**config.mk**
```make
export PLATFORM = sky130hd
export DESIGN_NAME = uart_debug_ctrl
export DESIGN_NICKNAME = d
export VERILOG_FILES = /design/src/rtl/uart_debug_ctrl_pkg.sv /design/src/rtl/dbg_byte_serializer.sv /design/src/rtl/uart_debug_ctrl.sv
export SDC_FILE = /design/constraint.sdc
export NUM_CORES = 1
export LEC_CHECK = 0
export CORE_MARGIN = 1
export CORE_UTILIZATION = 46
export DETAILED_ROUTE_END_ITERATION = 7
export GPL_TIMING_DRIVEN = 0
export PLACE_DENSITY = 0.85
export SKIP_LAST_GASP = 1
export SYNTH_ARGS = -nofsm -noshare
export SYNTH_HDL_FRONTEND = slang
export SYNTH_SLANG_ARGS = --single-unit
```
**constraint.sdc**
```tcl
create_clock -name clk -period 1.8 [get_ports clk]
set_input_delay 0.27 -clock clk [delete_from_list [all_inputs] [get_ports clk]]
set_output_delay 0.27 -clock clk [all_outputs]
set_load 0.01 [all_outputs]
```
**src/rtl/uart_debug_ctrl_pkg.sv**
```systemverilog
// Shared definitions for the UART debug controller: FSM encoding, command bytes, status layout.
// Latency: n/a (types and constants only).
// Backpressure: n/a.
package uart_debug_ctrl_pkg;

    typedef enum logic [2:0] {
        ST_IDLE    = 3'd0,
        ST_DECODE  = 3'd1,
        ST_STEP    = 3'd2,
        ST_RUN     = 3'd3,
        ST_LATCH   = 3'd4,
        ST_SEND    = 3'd5,
        ST_WAIT_TX = 3'd6
    } dbg_state_t;

    // ASCII command bytes accepted from the host
    localparam logic [7:0] CMD_STEP = 8'h73;  // 's'
    localparam logic [7:0] CMD_CONT = 8'h63;  // 'c'
    localparam logic [7:0] CMD_DUMP = 8'h64;  // 'd'

    // Status byte layout (first byte of every frame); bits above the command field are zero
    localparam int STAT_HALT    = 0;
    localparam int STAT_TIMEOUT = 1;
    localparam int STAT_CMD_LSB = 2;
    localparam int STAT_CMD_W   = 2;

    localparam logic [1:0] CODE_STEP = 2'b01;
    localparam logic [1:0] CODE_CONT = 2'b10;
    localparam logic [1:0] CODE_DUMP = 2'b11;

    // Map a command byte onto its two-bit status code (zero for unknown bytes)
    function automatic logic [1:0] cmd_code(input logic [7:0] cmd);
        logic [1:0] code;
        code = 2'b00;
        if (cmd == CMD_STEP)      code = CODE_STEP;
        else if (cmd == CMD_CONT) code = CODE_CONT;
        else if (cmd == CMD_DUMP) code = CODE_DUMP;
        return code;
    endfunction

endpackage

```
**src/rtl/dbg_byte_serializer.sv**
```systemverilog
// Shifts a status byte plus a zero-padded snapshot out to the UART TX, LSB byte first.
// Latency: tx_start rises the cycle after load; each later byte one cycle after the previous ack.
// Backpressure: holds tx_start and the byte until tx_ack, then drops tx_start for one cycle.
module dbg_byte_serializer
    import uart_debug_ctrl_pkg::*;
#(
    parameter int DATA_W    = 8,
    parameter int DEBUG_W   = 322,
    parameter int NUM_BYTES = (DEBUG_W + DATA_W - 1) / DATA_W
) (
    input  logic               clk,
    input  logic               rst_n,
    input  logic               load,
    input  logic [DEBUG_W-1:0] snapshot,
    input  logic [DATA_W-1:0]  status,
    input  logic               tx_ack,
    output logic [DATA_W-1:0]  tx_dato_in,
    output logic               tx_start,
    output logic               done
);

    localparam int SNAP_W = NUM_BYTES * DATA_W;
    localparam int BUF_W  = (NUM_BYTES + 1) * DATA_W;
    localparam int CNT_W  = $clog2(NUM_BYTES + 2);

    logic [SNAP_W-1:0] snap_pad;
    logic [BUF_W-1:0]  frame_q;
    logic [CNT_W-1:0]  cnt_q;
    logic              start_q;

    // Upper pad bits of the last snapshot byte are zero
    assign snap_pad = SNAP_W'(snapshot);

    // Frame buffer, remaining-byte counter and TX request handshake
    always_ff @(posedge clk or negedge rst_n) begin
        if (!rst_n) begin
            frame_q <= '0;
            cnt_q   <= '0;
            start_q <= 1'b0;
        end else if (load) begin
            frame_q <= {snap_pad, status};
            cnt_q   <= CNT_W'(NUM_BYTES + 1);
            start_q <= 1'b1;
        end else if (tx_ack && start_q) begin
            frame_q <= frame_q >> DATA_W;
            cnt_q   <= cnt_q - 1'b1;
            start_q <= 1'b0;
        end else if (!start_q && (cnt_q != '0)) begin
            start_q <= 1'b1;
        end
    end

    assign tx_dato_in = frame_q[DATA_W-1:0];
    assign tx_start   = start_q;
    assign done       = tx_ack && start_q && (cnt_q == CNT_W'(1));

endmodule

```
**src/rtl/uart_debug_ctrl.sv**
```systemverilog
// Host-driven debug controller: decodes step/continue/dump commands and dumps a status+snapshot frame.
// Latency: step enable pulse to first tx_start is 2 cycles; command capture to decode is 1 cycle.
// Backpressure: one command at a time; rx_done while busy is dropped, TX paced by tx_done.
module uart_debug_ctrl
    import uart_debug_ctrl_pkg::*;
#(
    parameter int DATA_W  = 8,
    parameter int DEBUG_W = 322,
    parameter int RUN_MAX = 0
) (
    input  logic               clk,
    input  logic               rst_n,
    input  logic [DATA_W-1:0]  rx_dato_out,
    input  logic               rx_done,
    input  logic               tx_done,
    input  logic [DEBUG_W-1:0] debug_signal,
    input  logic               halt,
    output logic               enable,
    output logic [DATA_W-1:0]  tx_dato_in,
    output logic               tx_start,
    output logic               busy
);

    localparam int NUM_BYTES = (DEBUG_W + DATA_W - 1) / DATA_W;

    dbg_state_t        state_q, state_d;
    logic [DATA_W-1:0] cmd_q;
    logic              timeout_q;
    logic [31:0]       run_cnt_q;
    logic              run_last;
    logic              run_timeout;
    logic              ser_load;
    logic              ser_done;
    logic              tx_ack;
    logic [DATA_W-1:0] status;

    assign run_last = (RUN_MAX != 0) && (run_cnt_q == 32'(RUN_MAX - 1));
    assign tx_ack   = tx_done && (state_q == ST_WAIT_TX);
    assign busy     = (state_q != ST_IDLE);

    // State register
    always_ff @(posedge clk or negedge rst_n) begin
        if (!rst_n) state_q <= ST_IDLE;
        else        state_q <= state_d;
    end

    // Next-state and processor-enable decode
    always_comb begin
        state_d     = state_q;
        enable      = 1'b0;
        ser_load    = 1'b0;
        run_timeout = 1'b0;
        case (state_q)
            ST_IDLE: begin
                if (rx_done) state_d = ST_DECODE;
            end
            ST_DECODE: begin
                if (cmd_q == DATA_W'(CMD_STEP))      state_d = ST_STEP;
                else if (cmd_q == DATA_W'(CMD_CONT)) state_d = ST_RUN;
                else if (cmd_q == DATA_W'(CMD_DUMP)) state_d = ST_LATCH;
                else                                 state_d = ST_IDLE;
            end
            ST_STEP: begin
                enable  = 1'b1;
                state_d = ST_LATCH;
            end
            ST_RUN: begin
                // halt gates enable combinationally so a halted core never gets an extra cycle
                if (halt) begin
                    state_d = ST_LATCH;
                end else begin
                    enable = 1'b1;
                    if (run_last) begin
                        run_timeout = 1'b1;
                        state_d     = ST_LATCH;
                    end
                end
            end
            ST_LATCH: begin
                ser_load = 1'b1;
                state_d  = ST_SEND;
            end
            ST_SEND: begin
                state_d = ST_WAIT_TX;
            end
            ST_WAIT_TX: begin
                if (tx_done) state_d = ser_done ? ST_IDLE : ST_SEND;
            end
            default: state_d = ST_IDLE;
        endcase
    end

    // Command capture, run-length counter and timeout flag
    always_ff @(posedge clk or negedge rst_n) begin
        if (!rst_n) begin
            cmd_q     <= '0;
            timeout_q <= 1'b0;
            run_cnt_q <= '0;
        end else begin
            if (state_q == ST_IDLE && rx_done) begin
                cmd_q     <= rx_dato_out;
                timeout_q <= 1'b0;
            end
            if (state_q == ST_DECODE)
                run_cnt_q <= '0;
            else if (state_q == ST_RUN && enable)
                run_cnt_q <= run_cnt_q + 32'd1;
            if (run_timeout)
                timeout_q <= 1'b1;
        end
    end

    // Status byte assembled from the live halt input during LATCH
    always_comb begin
        status = '0;
        status[STAT_HALT]    = halt;
        status[STAT_TIMEOUT] = timeout_q;
        status[STAT_CMD_LSB +: STAT_CMD_W] = cmd_code(8'(cmd_q));
    end

    dbg_byte_serializer #(
        .DATA_W    (DATA_W),
        .DEBUG_W   (DEBUG_W),
        .NUM_BYTES (NUM_BYTES)
    ) u_ser (
        .clk        (clk),
        .rst_n      (rst_n),
        .load       (ser_load),
        .snapshot   (debug_signal),
        .status     (status),
        .tx_ack     (tx_ack),
        .tx_dato_in (tx_dato_in),
        .tx_start   (tx_start),
        .done       (ser_done)
    );

endmodule

```
Word level (Yosys, flattened, before mapping)
Cells that the tools add are included.

Logic and storage cells: 52. Output and inout bits: 11. Input bits: 335. Register bits after elaboration: 354.

$add $sub $neg: 1. Equal/unequal tests: 13. Multiplexer cells: 21. Reductions and logical operators: 12.

Operators with widths (number): 2-to-1 mux 336 bit (2); == test 8 x 7 -> 1 bit, second input constant (3); 2-to-1 mux 3 bit (7); case mux 3 bit (7 select lines) (1); 2-to-1 mux 6 bit (2); == test 3 bit, second input constant (3); == test 3 x 2 -> 1 bit, second input constant (2); == test 6 x 1 -> 1 bit, second input constant (1); 2-to-1 mux 2 bit (3); inequality test 2 bit, second input constant (3); nonzero test 3 bit (2); nonzero test 6 bit (1); subtractor 6 x 1 -> 6 bit, second input constant (1); logical AND 1 bit (5); 2-to-1 mux 1 bit (5); == test 3 x 1 -> 1 bit, second input constant (1); logical NOT 3 bit (1); AND reduction 3 bit (1); case mux 1 bit (2 select lines) (1); nonzero test 2 bit (1); logical NOT 1 bit (1).

Longest topological paths before layout
Gate-level depths: netlist of the first run.

Depth after elaboration: 7. Gate-level depth with buffers: 7. Gate-level depth less buffers: 5.

Hierarchy
A second synthesis of the first run with hierarchy kept.

Cell total of the unflattened synthesis: 1536. Area total of the unflattened synthesis: 16079.2 um^2.

Modules (own cells, without submodules): dbg_byte_serializer (cells an instance 1475, times used 1, area an instance 15387.3 um^2); uart_debug_ctrl (cells an instance 61, times used 1, area an instance 691.9 um^2).

Worst setup path after synthesis of the first run
No wires, ideal clock.

Path type: reg-to-reg. Start: register state_q[1]. End: register u_ser.frame_q[185]. Stages on the path, launching flop included: 8. Clock period less this slack: 1792 ps. Data arrival time: 1666 ps. Setup slack: 8 ps. Library setup time: 126 ps. Data required time: 1674 ps. Path through: dfrtp_1 > or3b_1 > buf_2 > o21a_1 > buf_6 > buf_6 > buf_6 > a221o_1.

Cells in the longest elaborated chain, start to end: 4. Elaborated cells between the ends (all ways): 7. Classes of those cells: eq/ne: 2; mux: 2; reduce/logical: 3.

RTL lines: start: declaration (RTL line uart_debug_ctrl.sv:26) `dbg_state_t state_q, state_d;`; start signal: assignment (RTL line uart_debug_ctrl.sv:44) `else state_q <= state_d;`; == test 3 bit (RTL line uart_debug_ctrl.sv:38) `assign tx_ack = tx_done && (state_q == ST_WAIT_TX);`; logical AND 1 bit (RTL line uart_debug_ctrl.sv:38); logical AND 1 bit (RTL line dbg_byte_serializer.sv:44) `end else if (tx_ack && start_q) begin`; nonzero test 2 bit (no source line); end signal: assignment (RTL line dbg_byte_serializer.sv:41) `frame_q <= {snap_pad, status};`; end signal: assignment (RTL line dbg_byte_serializer.sv:45) `frame_q <= frame_q >> DATA_W;`; end: declaration (RTL line dbg_byte_serializer.sv:27) `logic [BUF_W-1:0] frame_q;`.

Several ways; a longest one is shown, not always the timed one. A chain may end at the register's enable or synchronous reset.

Final worst setup path of the first run
Start: register state_q[0]. End: register u_ser.frame_q[279].

Same word-level chain as after synthesis.

==> results.sh, run 1 <==
export IMPL_yosysSeqAreaShare_pct=57.0
export IMPL_status="finished, violations left"
export IMPL_grt_ovfl_total=0
export IMPL_wl_per_cell_um=21.4
export IMPL_top_layer="met4"
export IMPL_io_pin_count=346
export IMPL_io_buffers=345
export IMPL_grt_usage_pct=25.9
export IMPL_wl_mm=44.8
export IMPL_die_x_um=184
export IMPL_finalNonFillerCells=2093
export IMPL_drc=0
export IMPL_finalHoldViolations=0
export IMPL_p_per_area_nw_per_um2=1680
export IMPL_path_class="flop to flop"
export IMPL_skew_ns=0.0222
export IMPL_syn_avg_cell_area_um2=12.6
export IMPL_synth_nets=1551
export IMPL_rows=66
export IMPL_ys_types=40
export IMPL_clock_root_buffer="clkbuf_16"
export IMPL_setup_viol_count_final=113
export IMPL_grt_max_degree=131
export IMPL_vias_per_cell=5.85
export IMPL_max_freq_mhz=532
export IMPL_most_common_layout_cells="dfrtp_1, clkdlybuf4s50_1, a221o_1, and2_1, buf_4"
export IMPL_path_clk_slew_ns=0.06
export IMPL_ir_drop_v=0.000857
export IMPL_finalPower_mw=35.6
export IMPL_crit_fanout=10
export IMPL_layout_commonest_cell="dfrtp_1"
export IMPL_cts_tree="built"
export IMPL_relSlewSlack_pct=47.1
export IMPL_wl_met3_mm=2.89
export IMPL_first_iter_violations=1143
export IMPL_netlist_area_um2=15300
export IMPL_clock_sinks=348
export IMPL_critPathCaptureType="flop"
export IMPL_period_share_pct=104
export IMPL_fin_nets=1957
export IMPL_htree_levels=2
export IMPL_postRouteAntennaNets=0
export IMPL_drive_above_1_share_pct=12.8
export IMPL_drt_met1_wl_mm=18.9
export IMPL_syn_inst=1213
export IMPL_ys_warn_count=0
export IMPL_cts_buffers=38
export IMPL_slew_violations=0
export IMPL_worstPathArrival_ns=2.26
export IMPL_hp_class="input pin to flop"
export IMPL_placed_cells=2002
export IMPL_place_hpwl_mm=31.5
export IMPL_areaGrowthSynthToFinish_pct=38.7
export IMPL_die_area_um2=34000
export IMPL_cp_required_ns=2.18
export IMPL_met2WireLength_mm=21.8
export IMPL_cp_start_kind="flop"
export IMPL_start_util_pct=46.9
export IMPL_final_min_clock_period_ns=1.88
export IMPL_failed_checks="setup timing"
export IMPL_design_area_um2=21200
export IMPL_placed_area_um2=19400
export IMPL_worst_pin_slew_ns=0.782
export IMPL_fp_dieH_um=184
export IMPL_rsz0062_at_grt="true"
export IMPL_via_count=12253
export IMPL_first_pass_iters=5
export IMPL_clk_path_buf_depth=3
export IMPL_insertion_delay_ns=0.52
export IMPL_p_leak_nw=9.39
export IMPL_grt_pass1_vias=12664
export IMPL_ys_flop_type="dfrtp_1"
export IMPL_place_congestion=0.886
export IMPL_async_flop_share_pct=100
export IMPL_ys_seq_elements=348
export IMPL_maxCapViolCount=0
export IMPL_antenna_found_initial=9
export IMPL_worst_slack_ns=-0.0781
export IMPL_core_area_um2=32600
export IMPL_grt_first_pass_wirelength_mm=69.0
export IMPL_synth_edff_count=0
-- registers in the layout (all words and copies together), names as in the netlist --
signal,count
u_ser.tx_start,1
state_q,3
cmd_q,8
u_ser.cnt_q,6
u_ser.frame_q,330
-- critical path, stage by stage, from the launching register on --
cell	delay, ns
dfrtp_1	0.40
or3b_4	0.43
o21a_4	0.17
buf_12	0.15
clkbuf_16	0.16
buf_8	0.14
a221o_1	0.30
-- routing by layer --
metal  up-vias  GRT usage [%]
met5         -              0
met4         0           9.80
met3        83           4.07
met2       550           41.9
met1      6174           35.3
li1       5446              -
-- cell type report --
type                            instances  area (um^2)
Buffer                                118         1020
Clock inverter                         15          173
Sequential cell                       348         8710
Tap cell                              442          553
Inverter                               10         37.5
Timing Repair Buffer                  368         3730
Antenna cell                           10         25.0
Fill cell                            2348        11400
Multi-Input combinational cell        735         5900
Clock buffer                           47         1060
-- logic make-up (layout without fill, tap and decap cells) --
kind of cell / Yosys count / after routing / share of synthesized area, %
AND/OR/NAND/NOR: 373 / 373 / 15.0
flip-flops: 348 / 348 / 57.0
AO/OA/AOI/OAI: 342 / 342 / 21.8
buffers and inverters: 130 / 558 / 4.79
multiplexers: 17 / 17 / 1.18
adder cells (fa/ha/maj): 3 / 3 / 0.246
other: 0 / 10 / 0
-- cells in the mapped netlist, types with 2 or more instances --
cell	number	share of area (%)
a221o_1	317	21
buf_4	34	1.7
and3b_1	2	0.11
ha_1	3	0.25
or3_1	3	0.12
and2_1	316	13
nor2_1	6	0.15
nor2b_1	2	0.082
o21ai_0	10	0.33
inv_1	10	0.25
or4_1	2	0.098
a41oi_1	2	0.11
nand2_1	26	0.64
mux2i_1	9	0.59
clkbuf_1	53	1.3
o31ai_1	2	0.098
o22ai_1	2	0.082
buf_6	12	0.88
nor4_1	3	0.12
nand2b_1	3	0.12
mux2_2	8	0.59
a21oi_1	3	0.098
dfrtp_1	348	57
buf_2	21	0.69
-- where the power goes --
group / total [mW] / switching (mW) / internal [mW]
Sequential: 14.2 / 2.57 / 11.6
Combinational: 13.7 / 5.90 / 7.84
Clock: 7.72 / 3.12 / 4.60
-- stage by stage --
| step | TNS (ns) | util [%] | hold slack [ns] | setup slack (ns) |
|---|---|---|---|---|
| floorplan | 0 | - | -0.0256 | 0.00780 |
| CTS | -8.50 | 64.2 | 0.295 | -0.107 |
| global route | -14.02 | 65.0 | 0.328 | -0.120 |
| detailed placement | -265.34 | 59.3 | 0.341 | -0.925 |
| global placement | -5062.18 | 59.2 | 0.486 | -13.87 |
| finish | -5.20 | 65.0 | 0.321 | -0.0781 |
-- worst paths after layout --
check | from | to | slack, ns | depth (start not counted)
max in group asynchronous | rst_n | u_ser.frame_q[162] | 0.33 | 3
hold / removal | debug_signal[319] | u_ser.frame_q[327] | 0.32 | 3
min in group asynchronous | rst_n | u_ser.frame_q[279] | 0.39 | 2
setup reg to reg | state_q[0] | u_ser.frame_q[279] | -0.08 | 6
setup / recovery | state_q[0] | u_ser.frame_q[279] | -0.08 | 6
hold reg to reg | u_ser.frame_q[301] | u_ser.frame_q[293] | 0.51 | 1
-- what timing repair did --
item / in CTS / in global routing
setup endpoints to repair: 351 / 341
buffers inserted: 9 / 8
hold buffers: 1 / 0
resized for setup: 126 / 61
pin swaps: 2 / 8
cloned: 0 / 3
endpoints found under the hold margin: 88 / 0
(Power assumes the default switching activity.)
==> run 2: changes to the inputs <==
PLACE_DENSITY = 0.87   (was 0.85)
==> results.sh, run 2 (same netlist as run 1, synthesis figures left out) <==
export IMPL_first_pass_iters=5
export IMPL_layout_commonest_cell="dfrtp_1"
export IMPL_grt_max_degree=130
export IMPL_fillCellCount=2277
export IMPL_grt_pass1_vias=12899
export IMPL_cts_tree="built"
export IMPL_ir_drop_v=0.000787
export IMPL_hp_class="input pin to flop"
export IMPL_vias_per_cell=6.03
export IMPL_critPathCaptureType="flop"
export IMPL_fp_dieH_um=184
export IMPL_grt_first_pass_wirelength_mm=70.7
export IMPL_crit_slowest_cell="dfrtp_1"
export IMPL_grt_usage_pct=26.7
export IMPL_grt_ovfl_total=0
export IMPL_p_per_area_nw_per_um2=1710
export IMPL_worstRegToRegCells=7
export IMPL_p_leak_nw=9.63
export IMPL_fin_nets=1961
export IMPL_clk_path_buf_depth=3
export IMPL_design_area_um2=21500
export IMPL_cp_start_kind="flop"
export IMPL_relSlewSlack_pct=41.8
export IMPL_core_area_um2=32600
export IMPL_crit_fanout=10
export IMPL_placed_area_um2=19400
export IMPL_wl_per_cell_um=22.2
export IMPL_die_x_um=184
export IMPL_cp_required_ns=2.19
export IMPL_place_hpwl_mm=32.1
export IMPL_io_pin_count=346
export IMPL_period_share_pct=105
export IMPL_die_area_um2=34000
export IMPL_antenna_found_initial=5
export IMPL_largest_registers="u_ser.frame_q x330, cmd_q x8, u_ser.cnt_q x6"
export IMPL_path_clk_slew_ns=0.06
export IMPL_path_class="flop to flop"
export IMPL_postRouteAntennaNets=0
export IMPL_worstHoldPathCells=3
export IMPL_max_freq_mhz=528
export IMPL_multiInputGateArea_um2=5900
export IMPL_skew_ns=0.0119
export IMPL_cp_depth=7
export IMPL_worst_path_buf_inv=4
export IMPL_failed_checks="setup timing"
export IMPL_insertion_delay_ns=0.51
export IMPL_status="finished, violations left"
export IMPL_finalHoldViolations=0
export IMPL_wl_mm=46.5
export IMPL_rows=66
export IMPL_areaGrowthSynthToFinish_pct=40.7
export IMPL_worstPathArrival_ns=2.29
export IMPL_most_common_layout_cells="dfrtp_1, clkdlybuf4s50_1, a221o_1, and2_1, buf_4"
export IMPL_clock_sinks=348
export IMPL_crit_path_cell_trace="buf_4 > nand3b_4 > o21a_4 > buf_12 > clkbuf_16 > buf_6 > a221o_1"
export IMPL_via_count=12649
export IMPL_regMostFlops="u_ser.frame_q"
export IMPL_slowest_delay_ns=0.40
export IMPL_worst_pin_slew_ns=0.873
export IMPL_largest_register_ffs=330
export IMPL_final_min_clock_period_ns=1.90
export IMPL_io_buffers=345
export IMPL_place_congestion=0.903
export IMPL_htree_levels=2
export IMPL_fin_setup_tns_ns=-6.18
export IMPL_first_iter_violations=1335
export IMPL_area_sequential_um2=8710
export IMPL_start_util_pct=46.9
export IMPL_worst_slack_ns=-0.0955
export IMPL_slew_violations=0
export IMPL_crit_family="buffers and inverters"
export IMPL_rsz0062_at_grt="true"
export IMPL_preCtsSetupSlack_ns=-0.916
export IMPL_drive_above_1_share_pct=13.5
export IMPL_maxCapViolCount=0
export IMPL_cts_buffers=38
export IMPL_drc=0
export IMPL_clock_root_buffer="clkbuf_16"
export IMPL_setup_viol_count_final=121
[run 2: per-stage QoR]
step | utilization (%) | std cells | power, mW | hold slack [ns]
finish | 65.9 | 2099 | 36.9 | 0.329
global placement | 59.2 | 2000 | 25.6 | 0.483
floorplan | - | 1213 | 22.1 | -0.0256
detailed placement | 59.3 | 2002 | 26.3 | 0.407
global route | 65.9 | 2099 | 38.7 | 0.341
CTS | 64.6 | 2079 | 35.7 | 0.306
[run 2: layout make-up]
cell class | count | area share (%)
multi-input cells | 735 | 27.5
inverters | 10 | 0.175
clock inverters | 17 | 1.04
plain buffers | 117 | 4.95
well taps | 442 | 2.57
diodes | 5 | 0.0582
flip-flops and latches | 348 | 40.5
clock buffers | 52 | 5.10
repair buffers | 373 | 18.1
[run 2: path summary, 6_finish.rpt]
check	slack (ns)	end	startpoint
worst min register to register	0.50	cmd_q[5]	cmd_q[5]
min in group asynchronous	0.44	u_ser.frame_q[130]	rst_n
max in group asynchronous	0.19	u_ser.frame_q[292]	rst_n
worst min-delay path	0.33	u_ser.frame_q[322]	debug_signal[314]
worst max register to register	-0.1	u_ser.frame_q[252]	state_q[0]
worst max-delay path	-0.1	u_ser.frame_q[252]	state_q[0]
[run 2: report_power, final]
group	internal (mW)	switching, mW
Sequential	11.6	2.61
Clock	5.01	3.18
Combinational	8.29	6.16
Total	24.9	12.0
[run 2: worst register-to-register path, stage by stage (launching register included)]
cell and delay [ns]:
dfrtp_1 0.40, buf_4 0.14, nand3b_4 0.19, o21a_4 0.25, buf_12 0.15, clkbuf_16 0.18, buf_6 0.15, a221o_1 0.31
[run 2: what timing repair did]
action	4_1_cts	5_1_grt
setup endpoints to repair	348	344
hold endpoints to repair	112	0
resized for setup	119	85
hold buffers	1	0
pin swaps	1	4
gates cloned	1	8
setup buffers	6	11
[run 2: routing by layer]
layer | vias up | wire (um) | GRT usage [%] | part of all wire [%]
met5 | - | 0 | 0 | 0
met4 | 0 | 1940 | 11.7 | 4.2
met3 | 139 | 3400 | 4.41 | 7.3
met2 | 707 | 21900 | 42.3 | 47
met1 | 6358 | 19200 | 36.1 | 41
li1 | 5445 | - | - | -
==> run 3: changes to the inputs <==
GPL_ROUTABILITY_DRIVEN = 0   (was unset)
SKIP_CTS_REPAIR_TIMING = 1   (was unset)
==> results.sh, run 3 (same netlist as run 1, synthesis figures left out) <==
export IMPL_fin_setup_tns_ns=-24.91
export IMPL_cp_start_kind="flop"
export IMPL_p_sw_share_pct=33.0
export IMPL_hp_class="input pin to asynchronous set/reset pin"
export IMPL_relSlewSlack_pct=35.0
export IMPL_period_share_pct=109
export IMPL_grt_max_degree=130
export IMPL_place_hpwl_mm=32.2
export IMPL_die_x_um=184
export IMPL_worst_slack_ns=-0.169
export IMPL_pwr_share_clk_pct=22.4
export IMPL_path_clk_slew_ns=0.06
export IMPL_worstRegToRegCells=7
export IMPL_r2r_end="u_ser.frame_q[208]"
export IMPL_setup_viol_count_final=312
export IMPL_top_usage_layer="met2"
export IMPL_power_frac_comb_pct=37.4
export IMPL_postRouteAntennaNets=0
export IMPL_p_seq_share_pct=40.3
export IMPL_clock_sinks=348
export IMPL_placed_cells=2002
export IMPL_rsz0062_at_grt="true"
export IMPL_drive_above_1_share_pct=12.5
export IMPL_worst_path_buf_inv=4
export IMPL_fillCellCount=2336
export IMPL_cts_tree="built"
export IMPL_grt_pass1_vias=12669
export IMPL_grtUsageMet1_pct=35.1
export IMPL_maxCapViolCount=0
export IMPL_status="finished, violations left"
export IMPL_cts_buffers=38
export IMPL_io_buffers=345
export IMPL_rows=66
export IMPL_power_switching_mw=11.6
export IMPL_via_count=12456
export IMPL_timing_hold_ws_ns=-0.135
export IMPL_largest_register_ffs=330
export IMPL_ir_drop_v=0.000837
export IMPL_io_pin_count=346
export IMPL_path_class="flop to flop"
export IMPL_critPathCaptureType="flop"
export IMPL_clock_root_buffer="clkbuf_16"
export IMPL_vias_per_cell=5.98
export IMPL_crit_family="buffers and inverters"
export IMPL_finalHoldViolations=127
export IMPL_p_leak_nw=9.27
export IMPL_cp_required_ns=2.18
export IMPL_crit_path_cell_trace="or3b_1 > buf_6 > o21a_4 > buf_8 > buf_12 > buf_6 > a221o_1"
export IMPL_grt_use_met3_pct=4.07
export IMPL_crit_slowest_cell="or3b_1"
export IMPL_areaGrowthSynthToFinish_pct=37.0
export IMPL_start_util_pct=46.9
export IMPL_p_per_area_nw_per_um2=1680
export IMPL_path_common_cell="buf_6"
export IMPL_layout_commonest_cell="dfrtp_1"
export IMPL_slowest_delay_ns=0.41
export IMPL_grt_ovfl_total=0
export IMPL_multiInputGateArea_um2=5890
export IMPL_fin_nets=1946
export IMPL_regMostFlops="u_ser.frame_q"
export IMPL_area_sequential_um2=8710
export IMPL_worst_pin_slew_ns=0.976
export IMPL_core_area_um2=32600
export IMPL_drc=0
export IMPL_crit_fanout=10
export IMPL_grt_first_pass_wirelength_mm=69.0
export IMPL_worstPathArrival_ns=2.35
export IMPL_r2r_start="state_q[1]"
export IMPL_skew_ns=0.0170
export IMPL_insertion_delay_ns=0.52
export IMPL_fp_dieH_um=184
export IMPL_die_area_um2=34000
export IMPL_rrSetupSlack_ns=-0.17
export IMPL_preCtsSetupSlack_ns=-0.906
export IMPL_final_min_clock_period_ns=1.97
export IMPL_intPower_mw=23.6
export IMPL_max_freq_mhz=508
export IMPL_finalNonFillerCells=2083
export IMPL_most_common_layout_cells="dfrtp_1, clkdlybuf4s50_1, a221o_1, and2_1, buf_4"
export IMPL_htree_levels=2
export IMPL_failed_checks="hold timing, setup timing"
export IMPL_clk_path_buf_depth=3
export IMPL_first_iter_violations=1291
export IMPL_slew_violations=0
export IMPL_antenna_found_initial=4
export IMPL_wl_mm=45.2
export IMPL_wl_per_cell_um=21.7
export IMPL_largest_registers="u_ser.frame_q x330, cmd_q x8, u_ser.cnt_q x6"
export IMPL_first_pass_iters=7
export IMPL_grt_usage_pct=26.1
export IMPL_grtUsageMet2_pct=42.5
run 3: per-stage QoR:
step           utilization [%]  cell area, um^2  hold slack [ns]  power, mW
2_1_floorplan                -            15300          -0.0256       22.1
3_3_place_gp              59.2            19300            0.483       25.6
3_5_place_dp              59.3            19400            0.455       26.3
4_1_cts                   63.3            20600          -0.0961       34.4
5_1_grt                   64.2            21000          -0.0538       37.0
6_report                  64.2            21000           -0.135       35.2
run 3: how the worst max path moves through the flow:
stage / start / to / slack [ns] / depth (start not counted)
after floorplan: state_q[1] / u_ser.frame_q[185] / 0.008 / 7
after detailed placement: tx_done / u_ser.frame_q[4] / -0.91 / 6
after global routing: state_q[0] / u_ser.frame_q[208] / -0.21 / 7
final: state_q[1] / u_ser.frame_q[208] / -0.17 / 7
after CTS: state_q[0] / u_ser.frame_q[152] / -0.75 / 6
after global placement: rst_n / u_ser.frame_q[283] / -13.74 / 1
run 3: area by class of cell:
cell class / count / area share, %
diodes: 4 / 0.0478
plain buffers: 120 / 4.20
clock buffers: 50 / 5.30
clock inverters: 19 / 0.800
inverters: 10 / 0.179
multi-input cells: 735 / 28.1
flip-flops and latches: 348 / 41.6
well taps: 442 / 2.64
repair buffers: 355 / 17.1
run 3: per-layer routing:
layer / vias to the layer above / wire length [um]
met5: - / 0
met4: 0 / 1590
met3: 107 / 3080
met2: 625 / 21900
met1: 6310 / 18700
li1: 5414 / -
run 3: power by group through the flow:
stage,Clock [mW],Combinational [mW],Sequential (mW)
after global placement,0,11.7,14.0
final,7.87,13.1,14.2
after CTS,7.97,12.4,14.0
after detailed placement,0,12.2,14.0
after global routing,8.31,14.2,14.4
after floorplan,0,8.93,13.1
